--- src/rtl/conv_trellis_encoder_if.sv ---
// Streaming side of the convolutional/trellis encoder: input bit stream plus
// the two output streams (codewords and trellis-table entries).
interface conv_trellis_encoder_if #(
    parameter int MAX_K      = 9,
    parameter int MAX_R      = 3,
    parameter int RADIX_LOG2 = 2
);
    localparam int EW = RADIX_LOG2 + 2 * (MAX_K - 1) + RADIX_LOG2 * MAX_R;

    logic             i_bit_valid;
    logic             i_bit;
    logic             i_bit_last;
    logic             o_bit_ready;
    logic             o_enc_valid;
    logic [MAX_R-1:0] o_enc_data;
    logic             i_out_ready;
    logic             o_tbl_valid;
    logic [EW-1:0]    o_tbl_entry;

    // master = upstream/downstream environment, slave = the encoder itself
    modport master (
        output i_bit_valid, i_bit, i_bit_last, i_out_ready,
        input  o_bit_ready, o_enc_valid, o_enc_data, o_tbl_valid, o_tbl_entry
    );

    modport slave (
        input  i_bit_valid, i_bit, i_bit_last, i_out_ready,
        output o_bit_ready, o_enc_valid, o_enc_data, o_tbl_valid, o_tbl_entry
    );
endinterface

--- src/rtl/conv_trellis_encoder.sv ---
// Runtime-configurable convolutional encoder (rate 1/2 or 1/3, K = 3..MAX_K)
// with zero-tail flush and a trellis-table generation mode.
module conv_trellis_encoder #(
    parameter int MAX_K      = 9,
    parameter int MAX_R      = 3,
    parameter int RADIX_LOG2 = 2
) (
    input  logic                        clk,
    input  logic                        rst,
    input  logic                        i_start,
    input  logic                        i_abort,
    input  logic                        i_mode_sel,
    input  logic                        i_code_rate,
    input  logic [3:0]                  i_constr_len,
    input  logic [MAX_R-1:0][MAX_K-1:0] i_gen_poly,
    conv_trellis_encoder_if.slave       bus,
    output logic                        o_busy,
    output logic                        o_done
);
    localparam int SW = MAX_K - 1;
    localparam int EW = RADIX_LOG2 + 2 * SW + RADIX_LOG2 * MAX_R;
    localparam logic [RADIX_LOG2-1:0] U_ONE = 1;
    localparam logic [SW-1:0]         S_ONE = 1;

    typedef enum logic [2:0] {S_IDLE, S_ENC, S_FLUSH, S_TBL, S_DONE} fsm_t;

    fsm_t                        fsm_reg;
    logic                        rate_reg;
    logic [3:0]                  k_reg;
    logic [MAX_R-1:0][MAX_K-1:0] poly_reg;
    logic [SW-1:0]               state_reg;
    logic [3:0]                  flush_cnt_reg;
    logic [SW-1:0]               s_cnt_reg;
    logic [RADIX_LOG2-1:0]       u_cnt_reg;
    logic                        tbl_last_reg;
    logic                        enc_valid_reg;
    logic [MAX_R-1:0]            enc_data_reg;
    logic                        tbl_valid_reg;
    logic [EW-1:0]               tbl_entry_reg;
    logic                        done_reg;

    logic [MAX_K-1:0] tap_mask;
    logic [SW-1:0]    state_mask;
    logic [MAX_R-1:0] out_mask;

    function automatic logic [MAX_R-1:0] code_sym(
        input logic [SW-1:0]               st,
        input logic                        b,
        input logic [MAX_R-1:0][MAX_K-1:0] poly,
        input logic [MAX_K-1:0]            tmask,
        input logic [MAX_R-1:0]            omask
    );
        logic [MAX_K-1:0] sr;
        logic [MAX_R-1:0] sym;
        sr = {st, b} & tmask;
        for (int i = 0; i < MAX_R; i++) begin
            sym[i] = omask[i] & (^(poly[i] & sr));
        end
        return sym;
    endfunction

    function automatic logic [SW-1:0] next_st(
        input logic [SW-1:0] st,
        input logic          b,
        input logic [SW-1:0] smask
    );
        logic [MAX_K-1:0] sr;
        sr = {st, b};
        return sr[SW-1:0] & smask;
    endfunction

    generate
        for (genvar gi = 0; gi < MAX_K; gi++) begin : g_tap_mask
            assign tap_mask[gi] = (32'(gi) < {28'd0, k_reg});
        end
        for (genvar gi = 0; gi < SW; gi++) begin : g_state_mask
            assign state_mask[gi] = (32'(gi) + 32'd1 < {28'd0, k_reg});
        end
        for (genvar gi = 0; gi < MAX_R; gi++) begin : g_out_mask
            if (gi < 2) begin : g_always
                assign out_mask[gi] = 1'b1;
            end else if (gi == 2) begin : g_third
                assign out_mask[gi] = rate_reg;
            end else begin : g_never
                assign out_mask[gi] = 1'b0;
            end
        end
    endgenerate

    // Encoder datapath: flush steps feed zeros through the same shift register
    logic             enc_bit;
    logic [MAX_R-1:0] enc_sym;
    logic [SW-1:0]    enc_next;
    logic             enc_out_free;
    logic             bit_accept;

    assign enc_bit      = (fsm_reg == S_FLUSH) ? 1'b0 : bus.i_bit;
    assign enc_sym      = code_sym(state_reg, enc_bit, poly_reg, tap_mask, out_mask);
    assign enc_next     = next_st(state_reg, enc_bit, state_mask);
    assign enc_out_free = !enc_valid_reg || bus.i_out_ready;
    assign bit_accept   = bus.i_bit_valid && bus.o_bit_ready;

    // Table datapath: chain RADIX_LOG2 steps from s_cnt, step gi consumes u[gi]
    logic [SW-1:0]               tbl_st [0:RADIX_LOG2];
    logic [RADIX_LOG2*MAX_R-1:0] tbl_sym;
    logic [EW-1:0]               tbl_entry_comb;
    logic                        tbl_is_last;

    assign tbl_st[0] = s_cnt_reg;
    generate
        for (genvar gi = 0; gi < RADIX_LOG2; gi++) begin : g_tbl_step
            assign tbl_sym[gi*MAX_R +: MAX_R] =
                code_sym(tbl_st[gi], u_cnt_reg[gi], poly_reg, tap_mask, out_mask);
            assign tbl_st[gi+1] = next_st(tbl_st[gi], u_cnt_reg[gi], state_mask);
        end
    endgenerate

    assign tbl_entry_comb = {u_cnt_reg, s_cnt_reg, tbl_st[RADIX_LOG2], tbl_sym};
    assign tbl_is_last    = (s_cnt_reg == state_mask) && (&u_cnt_reg);

    always_ff @(posedge clk or negedge rst) begin
        if (!rst) begin
            fsm_reg       <= S_IDLE;
            rate_reg      <= 1'b0;
            k_reg         <= 4'd0;
            poly_reg      <= '0;
            state_reg     <= '0;
            flush_cnt_reg <= 4'd0;
            s_cnt_reg     <= '0;
            u_cnt_reg     <= '0;
            tbl_last_reg  <= 1'b0;
            enc_valid_reg <= 1'b0;
            enc_data_reg  <= '0;
            tbl_valid_reg <= 1'b0;
            tbl_entry_reg <= '0;
            done_reg      <= 1'b0;
        end else if (fsm_reg != S_IDLE && i_abort) begin
            fsm_reg       <= S_IDLE;
            state_reg     <= '0;
            enc_valid_reg <= 1'b0;
            enc_data_reg  <= '0;
            tbl_valid_reg <= 1'b0;
            tbl_entry_reg <= '0;
            done_reg      <= 1'b0;
        end else begin
            case (fsm_reg)
                S_IDLE: begin
                    done_reg <= 1'b0;
                    if (i_start) begin
                        rate_reg     <= i_code_rate;
                        k_reg        <= i_constr_len;
                        poly_reg     <= i_gen_poly;
                        state_reg    <= '0;
                        s_cnt_reg    <= '0;
                        u_cnt_reg    <= '0;
                        tbl_last_reg <= 1'b0;
                        fsm_reg      <= i_mode_sel ? S_TBL : S_ENC;
                    end
                end
                S_ENC: begin
                    if (bit_accept) begin
                        enc_data_reg  <= enc_sym;
                        enc_valid_reg <= 1'b1;
                        state_reg     <= enc_next;
                        if (bus.i_bit_last) begin
                            fsm_reg       <= S_FLUSH;
                            flush_cnt_reg <= k_reg - 4'd1;
                        end
                    end else if (enc_valid_reg && bus.i_out_ready) begin
                        enc_valid_reg <= 1'b0;
                    end
                end
                S_FLUSH: begin
                    if (enc_out_free) begin
                        if (flush_cnt_reg != 4'd0) begin
                            enc_data_reg  <= enc_sym;
                            enc_valid_reg <= 1'b1;
                            state_reg     <= enc_next;
                            flush_cnt_reg <= flush_cnt_reg - 4'd1;
                        end else begin
                            enc_valid_reg <= 1'b0;
                            fsm_reg       <= S_DONE;
                            done_reg      <= 1'b1;
                        end
                    end
                end
                S_TBL: begin
                    if (tbl_valid_reg && bus.i_out_ready && tbl_last_reg) begin
                        tbl_valid_reg <= 1'b0;
                        fsm_reg       <= S_DONE;
                        done_reg      <= 1'b1;
                    end else if (!tbl_valid_reg || bus.i_out_ready) begin
                        tbl_entry_reg <= tbl_entry_comb;
                        tbl_valid_reg <= 1'b1;
                        tbl_last_reg  <= tbl_is_last;
                        u_cnt_reg     <= u_cnt_reg + U_ONE;
                        if (&u_cnt_reg) begin
                            s_cnt_reg <= s_cnt_reg + S_ONE;
                        end
                    end
                end
                S_DONE: begin
                    done_reg <= 1'b0;
                    fsm_reg  <= S_IDLE;
                end
                default: fsm_reg <= S_IDLE;
            endcase
        end
    end

    assign bus.o_bit_ready = (fsm_reg == S_ENC) && enc_out_free;
    assign bus.o_enc_valid = enc_valid_reg;
    assign bus.o_enc_data  = enc_data_reg;
    assign bus.o_tbl_valid = tbl_valid_reg;
    assign bus.o_tbl_entry = tbl_entry_reg;
    assign o_busy          = (fsm_reg != S_IDLE);
    assign o_done          = done_reg;
endmodule

--- src/flat_wrapper.sv ---
// flat-port wrapper written by rule: the top's interface ports become plain ports
module conv_trellis_encoder_flat 
#(
    parameter int MAX_K      = 9,
    parameter int MAX_R      = 3,
    parameter int RADIX_LOG2 = 2
)
  (clk, rst, i_start, i_abort, i_mode_sel, i_code_rate, i_constr_len, i_gen_poly, o_busy, o_done, bus_i_bit_valid, bus_i_bit, bus_i_bit_last, bus_i_out_ready, bus_o_bit_ready, bus_o_enc_valid, bus_o_enc_data, bus_o_tbl_valid, bus_o_tbl_entry);
  conv_trellis_encoder_if #(.MAX_K(MAX_K), .MAX_R(MAX_R), .RADIX_LOG2(RADIX_LOG2)) bus_i ();
  input  logic clk;
  input  logic rst;
  input  logic i_start;
  input  logic i_abort;
  input  logic i_mode_sel;
  input  logic i_code_rate;
  input  logic [3:0] i_constr_len;
  input  logic [MAX_R-1:0][MAX_K-1:0] i_gen_poly;
  output logic o_busy;
  output logic o_done;
  input wire logic [$bits(bus_i.i_bit_valid)-1:0] bus_i_bit_valid;
  input wire logic [$bits(bus_i.i_bit)-1:0] bus_i_bit;
  input wire logic [$bits(bus_i.i_bit_last)-1:0] bus_i_bit_last;
  input wire logic [$bits(bus_i.i_out_ready)-1:0] bus_i_out_ready;
  output wire logic [$bits(bus_i.o_bit_ready)-1:0] bus_o_bit_ready;
  output wire logic [$bits(bus_i.o_enc_valid)-1:0] bus_o_enc_valid;
  output wire logic [$bits(bus_i.o_enc_data)-1:0] bus_o_enc_data;
  output wire logic [$bits(bus_i.o_tbl_valid)-1:0] bus_o_tbl_valid;
  output wire logic [$bits(bus_i.o_tbl_entry)-1:0] bus_o_tbl_entry;
  assign bus_i.i_bit_valid = bus_i_bit_valid;
  assign bus_i.i_bit = bus_i_bit;
  assign bus_i.i_bit_last = bus_i_bit_last;
  assign bus_i.i_out_ready = bus_i_out_ready;
  assign bus_o_bit_ready = bus_i.o_bit_ready;
  assign bus_o_enc_valid = bus_i.o_enc_valid;
  assign bus_o_enc_data = bus_i.o_enc_data;
  assign bus_o_tbl_valid = bus_i.o_tbl_valid;
  assign bus_o_tbl_entry = bus_i.o_tbl_entry;
  conv_trellis_encoder #(.MAX_K(MAX_K), .MAX_R(MAX_R), .RADIX_LOG2(RADIX_LOG2)) u_core (.clk(clk), .rst(rst), .i_start(i_start), .i_abort(i_abort), .i_mode_sel(i_mode_sel), .i_code_rate(i_code_rate), .i_constr_len(i_constr_len), .i_gen_poly(i_gen_poly), .bus(bus_i), .o_busy(o_busy), .o_done(o_done));
endmodule
--- config.mk ---
export PLATFORM = sky130hd
export DESIGN_NAME = conv_trellis_encoder_flat
export DESIGN_NICKNAME = d
export VERILOG_FILES = /design/src/rtl/conv_trellis_encoder_if.sv /design/src/rtl/conv_trellis_encoder.sv /design/src/flat_wrapper.sv
export SDC_FILE = /design/constraint.sdc
export NUM_CORES = 1
export LEC_CHECK = 0
export ABC_AREA = 1
export ABC_CLOCK_PERIOD_IN_PS = 1950
export BUFFER_PORTS_ARGS = -buffer_cell sky130_fd_sc_hd__buf_2
export CELL_PAD_IN_SITES_DETAIL_PLACEMENT = 0
export CELL_PAD_IN_SITES_GLOBAL_PLACEMENT = 1
export CORE_MARGIN = 8
export CORE_UTILIZATION = 38
export DETAILED_ROUTE_END_ITERATION = 10
export PLACE_DENSITY = 0.87
export SETUP_SLACK_MARGIN = 0.15
export SLEW_MARGIN = 20
export SYNTH_ARGS = -nofsm -noshare
export SYNTH_HDL_FRONTEND = slang
export SYNTH_SLANG_ARGS = --single-unit
--- constraint.sdc ---
create_clock -name clk -period 1.95 [get_ports clk]
set_input_delay 0.0975 -clock clk [delete_from_list [all_inputs] [get_ports clk]]
set_output_delay 0.0975 -clock clk [all_outputs]
set_load 0.01 [all_outputs]
Word-level counts from Yosys, hierarchy flattened
Index checks and enable logic that the tools add are counted.
Cells by class
  reductions and logical operators: 44
  equal/unequal tests: 22
  bitwise logic cells: 19
  add/sub/neg operators: 4
  $lt $le $gt $ge: 9
  shifts and indexed selects: 0
  multiplexer cells: 57
  multiply operators: 0
  div/mod/pow operators: 0
Operators by type and width (count)
  $and A9 B9 Y9: 12
  $mux W24: 4
  $reduce_xor A9 Y1: 9
  $mux W8: 8
  $mux W3: 11
  $and A8 B8 Y8: 3
  $pmux W8 S3: 1
  $reduce_and A6 Y1: 3
  $mux W1: 17
  $lt A3 B4 Y1 const A: 4
  $mux W4: 4
  $pmux W8 S2: 1
  $pmux W3 S4: 1
  $reduce_bool A4 Y1: 3
  $ne A2 B1 Y1 const B: 5
  $reduce_and A5 Y1: 2
  $ne A3 B2 Y1 const B: 3
  $reduce_and A3 Y1: 3
  $reduce_bool A3 Y1: 3
  $add A8 B1 Y8 const B: 1
  $eq A8 B8 Y1: 1
  $lt A1 B4 Y1 const A: 2
  $lt A2 B4 Y1 const A: 2
  $mux W2: 4
  other kinds (25): 48
Word-level totals
  bits in latches: 0
  RAM bits: 0
  bits in registers: 88
  logic and storage cells: 171
  memories kept: 0
  input bits: 41
  memory bits (read-only): 0

Logic depth before layout (Yosys ltp)
  word-level depth: 10
  gate-level depth with buffers: 16
  gate-level depth less buffers: 16

Worst setup path after synthesis
Ideal clock, no wire load.
  path kind: register -> register
  from: register u_core.k_reg[3]
  to: register u_core.tbl_entry_reg[2] (netlist: u_core.bus.o_tbl_entry[2])
  cell stages (with the launch flop): 12
  data arrival time: 1834 ps
  buffers on the path: 1
  data required time: 1833 ps
  slack: -2 ps
  period minus slack after synthesis: 1952 ps
  setup time: 117 ps
  cells stage by stage: dfrtp_1 -> buf_4 -> nor2_2 -> nand2_2 -> ha_1 -> nand2_1 -> xnor2_1 -> xnor2_1 -> xor2_1 -> nand2_1 -> nand3_1 -> nand2_1
On the way
  word-level cells in the longest chain between the ends: 9
  elaborated cells on any way between the ends: 17
Ends and longest elaborated chain
  start, declared: RTL line conv_trellis_encoder.sv:29  | logic [3:0] k_reg;
  start signal, assigned: RTL line conv_trellis_encoder.sv:151  | k_reg <= i_constr_len;
  $lt A1 B4 Y1, or another cell as far along: RTL line conv_trellis_encoder.sv:74  | assign tap_mask[gi] = (32'(gi) < {28'd0, k_reg});
  $and A9 B9 Y9 (*): RTL line conv_trellis_encoder.sv:55  | sr = {st, b} & tmask;
  $and A9 B9 Y9 (*): RTL line conv_trellis_encoder.sv:57  | sym[i] = omask[i] & (^(poly[i] & sr));
  $reduce_xor A9 Y1 (*): RTL line conv_trellis_encoder.sv:57
  $and A1 B1 Y1 (*): RTL line conv_trellis_encoder.sv:57
  $mux W24 (*): RTL line conv_trellis_encoder.sv:192  | end else if (!tbl_valid_reg || bus.i_out_ready) begin
  $mux W24 (*): RTL line conv_trellis_encoder.sv:188  | if (tbl_valid_reg && bus.i_out_ready && tbl_last_reg) begin
  $mux W24 (*): RTL line conv_trellis_encoder.sv:146  | case (fsm_reg)
  $mux W24 (*): RTL line conv_trellis_encoder.sv:137  | end else if (fsm_reg != S_IDLE && i_abort) begin
  end signal, assigned: RTL line conv_trellis_encoder.sv:193  | tbl_entry_reg <= tbl_entry_comb;
  end, declared: RTL line conv_trellis_encoder.sv:39  | logic [EW-1:0] tbl_entry_reg;
Mark *: on every way between the ends. The rest lies on a longest branch, timed or not. The select of a mux whose other input is x is not followed.
A chain may end at the register's enable or synchronous reset.

Worst setup path in the final report
  from: register u_core.k_reg[1]
  to: register u_core.tbl_entry_reg[0] (netlist: u_core.bus.o_tbl_entry[0])
On the way
  word-level cells in the longest chain between the ends: 8
  elaborated cells on any way between the ends: 16
Ends and longest elaborated chain (RTL line)
  $lt A1 B4 Y1, or another cell as far along: conv_trellis_encoder.sv:74
  $and A9 B9 Y9 (*): conv_trellis_encoder.sv:55
  $and A9 B9 Y9 (*): conv_trellis_encoder.sv:57
  $reduce_xor A9 Y1 (*): conv_trellis_encoder.sv:57
  $mux W24 (*): conv_trellis_encoder.sv:192
  $mux W24 (*): conv_trellis_encoder.sv:188
  $mux W24 (*): conv_trellis_encoder.sv:146
  $mux W24 (*): conv_trellis_encoder.sv:137
Marked as above.

==> run metrics <==
maximum fanout along the worst path 4; critical path data arrival time 2.27 ns; depth of the most critical reg-to-reg path 14; endpoint kind of the worst setup timing path flip-flop; DRC violations left 0; count of max-cap constraint violations 0; clock slew at the register clock pins of the worst setup and hold paths 0.08 ns; number of warning messages in the yosys log 0; Tightest Pin Transition 0.609 ns; largest net degree at the start of global routing 41; Post-Synthesis Net Count 870; die extent in y 138 um; global placer's final weighted congestion 0.876; CTS tree built; via count of the first global-routing pass 5433; Inserted Clock Buffers 9; Worst setup SP type flip-flop; first-pass iteration count of the detailed router 5; most utilized layer in the global route result met2; startpoint of the worst hold path i_gen_poly[3]; antenna violations before repair 0; final net count 1035; commonest non-fill, non-tap cell in the layout nand2_1; GR met2 Demand/Resource 29.4%; RSZ-0062 raised after global routing yes; first-pass GRT wire length 27.9 mm; Final Routed Wirelength 18.6 mm; failing checks setup timing; Reg2Reg Capture Point u_core.bus.o_tbl_entry[0]$_DFFE_PN0P_; area added between synthesis and finish 40.1%; routed vias 5947; met1 layer usage reported by global route 23.4%; required time at the endpoint of the critical path 2.21 ns; kind of path behind the tightest hold check in -> reg; routed wirelength normalized by instance count 15.9 um; Root Buffer clkbuf_16; max FFs per register 27; post-synth cell types 34; number of I/O port buffers 72; maximum clock frequency 497 MHz; LEAKAGE 4.00 nW; critical path start-end classification reg -> reg; FF-to-FF Start u_core.k_reg[1]$_DFFE_PN0P_; final HPWL from detailed placement 13.3 mm; die area 0.0192 mm^2; worst clock skew 0.00767 ns; clock sink total 88; outcome finished with violations; number of cells on the worst hold path 3; antenna-violating nets left 0; min setup slack post-route -0.0606 ns; register bit total from synthesis 88; overall fraction of global-route tracks in use 18.2%; sequential cell area 0.00221 mm^2; total I/O pin count 73; worst min-delay path endpoint u_core.poly_reg[3]$_DFFE_PN0P_; floorplan core area 0.0146 mm^2; Multi-input gate area 0.00355 mm^2; most frequent cells in the layout nand2_1, inv_1, dfrtp_1; number of endpoints failing setup at the final stage 2; final hold violation count 0; number of vias per cell after detailed routing 5.09; width of the die 138 um; Synth Cell Area 0.00570 mm^2; fill cell total of the finished layout 1392; met3 track demand over resource in global routing 3.15%; Rows 44; Mean Syn Cell Area 7.00 um^2; insertion delay of the later-clocked pin in the worst-skew pair 0.36 ns; PnR Total Power 11.3 mW; number of antenna diodes 0; fraction of the cycle the final worst path needs 103%; maximum clock insertion buffer count 2; share of post-route cells with drive strength above 1 28.5%; count of final max-slew check failures 0; starting utilization of the core area 39.1%; Power Density 1410 mW/mm^2; sequential fraction of the synthesis area 38.6%; final global-route overflow total 0; number of instances in the synthesized netlist 814; Max transition margin 59.1%; peak supply drop 655 uV; DRT iter0 DRCs 409; minimum setup slack among reg-to-reg paths -0.06 ns; level count of the clock H-tree 3; final period demand of the worst path 2.01 ns; aggregate negative setup slack -0.0856 ns
## stage by stage
step                      util [%]  hold WS, ns  instances  setup WS [ns]  area [um^2]
after global routing          54.7       0.0165       1168         -0.195         7980
final                         54.7      0.00961       1168        -0.0606         7980
after detailed placement      45.1       0.0940       1086        -0.0212         6570
after CTS                     50.2      0.00722       1143         0.0147         7320
after global placement        45.1       0.0884       1086         0.0215         6570
after floorplan                  -       -0.198        814          0.152         5790
## worst max-delay path by stage
stage                                      startpoint                               endpoint  slack, ns  cells past startpoint
final                     u_core.k_reg[1]$_DFFE_PN0P_  u_core.bus.o_tbl_entry[0]$_DFFE_PN0P_      -0.06                     14
after global routing      u_core.k_reg[0]$_DFFE_PN0P_  u_core.bus.o_tbl_entry[2]$_DFFE_PN0P_      -0.19                     14
after CTS                 u_core.k_reg[2]$_DFFE_PN0P_  u_core.bus.o_tbl_entry[2]$_DFFE_PN0P_       0.01                     12
after detailed placement  u_core.k_reg[1]$_DFFE_PN0P_  u_core.bus.o_tbl_entry[2]$_DFFE_PN0P_      -0.02                     14
after global placement    u_core.k_reg[0]$_DFFE_PN0P_        u_core.tbl_last_reg$_DFFE_PN0P_       0.02                      9
after floorplan           u_core.k_reg[1]$_DFFE_PN0P_  u_core.bus.o_tbl_entry[0]$_DFFE_PN0P_       0.15                     13
## cell type report
cell class / instances / area share, %
inverter: 103 / 5.08
clock buffer: 9 / 2.82
multi-input combinational: 604 / 44.4
timing repair inverter: 2 / 0.188
sequential: 88 / 27.6
tap: 184 / 2.88
clock inverter: 7 / 0.862
timing repair buffer: 171 / 16.1
## power by group
| group | leakage [nW] | internal (mW) | switching [mW] |
|---|---|---|---|
| Clock | 0.147 | 0.908 | 0.869 |
| Combinational | 2.70 | 2.59 | 3.70 |
| Sequential | 1.15 | 2.40 | 0.828 |
## timing repair
action	CTS	global route
cloned	2	1
hold endpoints to repair	64	0
pin swaps	15	34
hold buffers	32	0
buffers inserted	7	24
endpoints found under the setup margin	34	49
gates resized for setup	21	109
## cell families after synthesis
kind of cell,count (synthesis),synth area share [%]
AOI/OAI and AO/OA,82,8.21
xor gates and xnor gates,37,5.69
adders and majority gates,15,3.29
buffers and inverters,122,8.61
DFF,88,38.6
and+or+nand+nor,470,35.6
## per-layer routing
| metal | up-vias | wire length, um |
|---|---|---|
| li1 | 2937 | - |
| met1 | 2799 | 8320 |
| met2 | 171 | 8830 |
| met3 | 40 | 891 |
| met4 | 0 | 561 |
| met5 | - | 0 |
## Yosys cell counts
cell type	count	share of area [%]
nand3b_1	1	0.13
o21ai_0	46	4.0
o21ai_2	2	0.31
a21oi_1	15	1.3
nor2_2	4	0.44
nor3_4	3	0.86
o311ai_0	1	0.15
nor3_1	4	0.35
nand4_1	14	1.5
inv_2	3	0.20
nand3_1	92	8.1
xnor2_1	19	2.9
and2_4	1	0.15
a22o_1	1	0.15
dfrtp_1	88	39
clkbuf_1	12	0.79
a32o_1	4	0.70
a21oi_2	1	0.15
buf_6	3	0.59
nand3_2	1	0.18
nor4_1	4	0.44
o21ai_1	4	0.35
ha_1	15	3.3
buf_4	2	0.26
o21bai_1	1	0.13
nor2_1	38	2.5
a31oi_1	1	0.11
nor2_4	2	0.40
xor2_1	18	2.8
buf_2	2	0.18
o31ai_1	6	0.79
nand2_1	298	20
nand2_2	8	0.88
inv_1	100	6.6
## critical path, stage by stage (launching register included)
cell and delay, ns:
dfrtp_1 0.41, inv_2 0.12, ha_4 0.17, inv_2 0.04
nand2_2 0.07, nand2_4 0.06, ha_4 0.18, buf_4 0.14
nand2_4 0.07, xor2_4 0.16, xnor2_2 0.13, xnor2_1 0.16
nand2_1 0.07, nand2_1 0.06, o21ai_1 0.05
(Power assumes the default switching activity.)
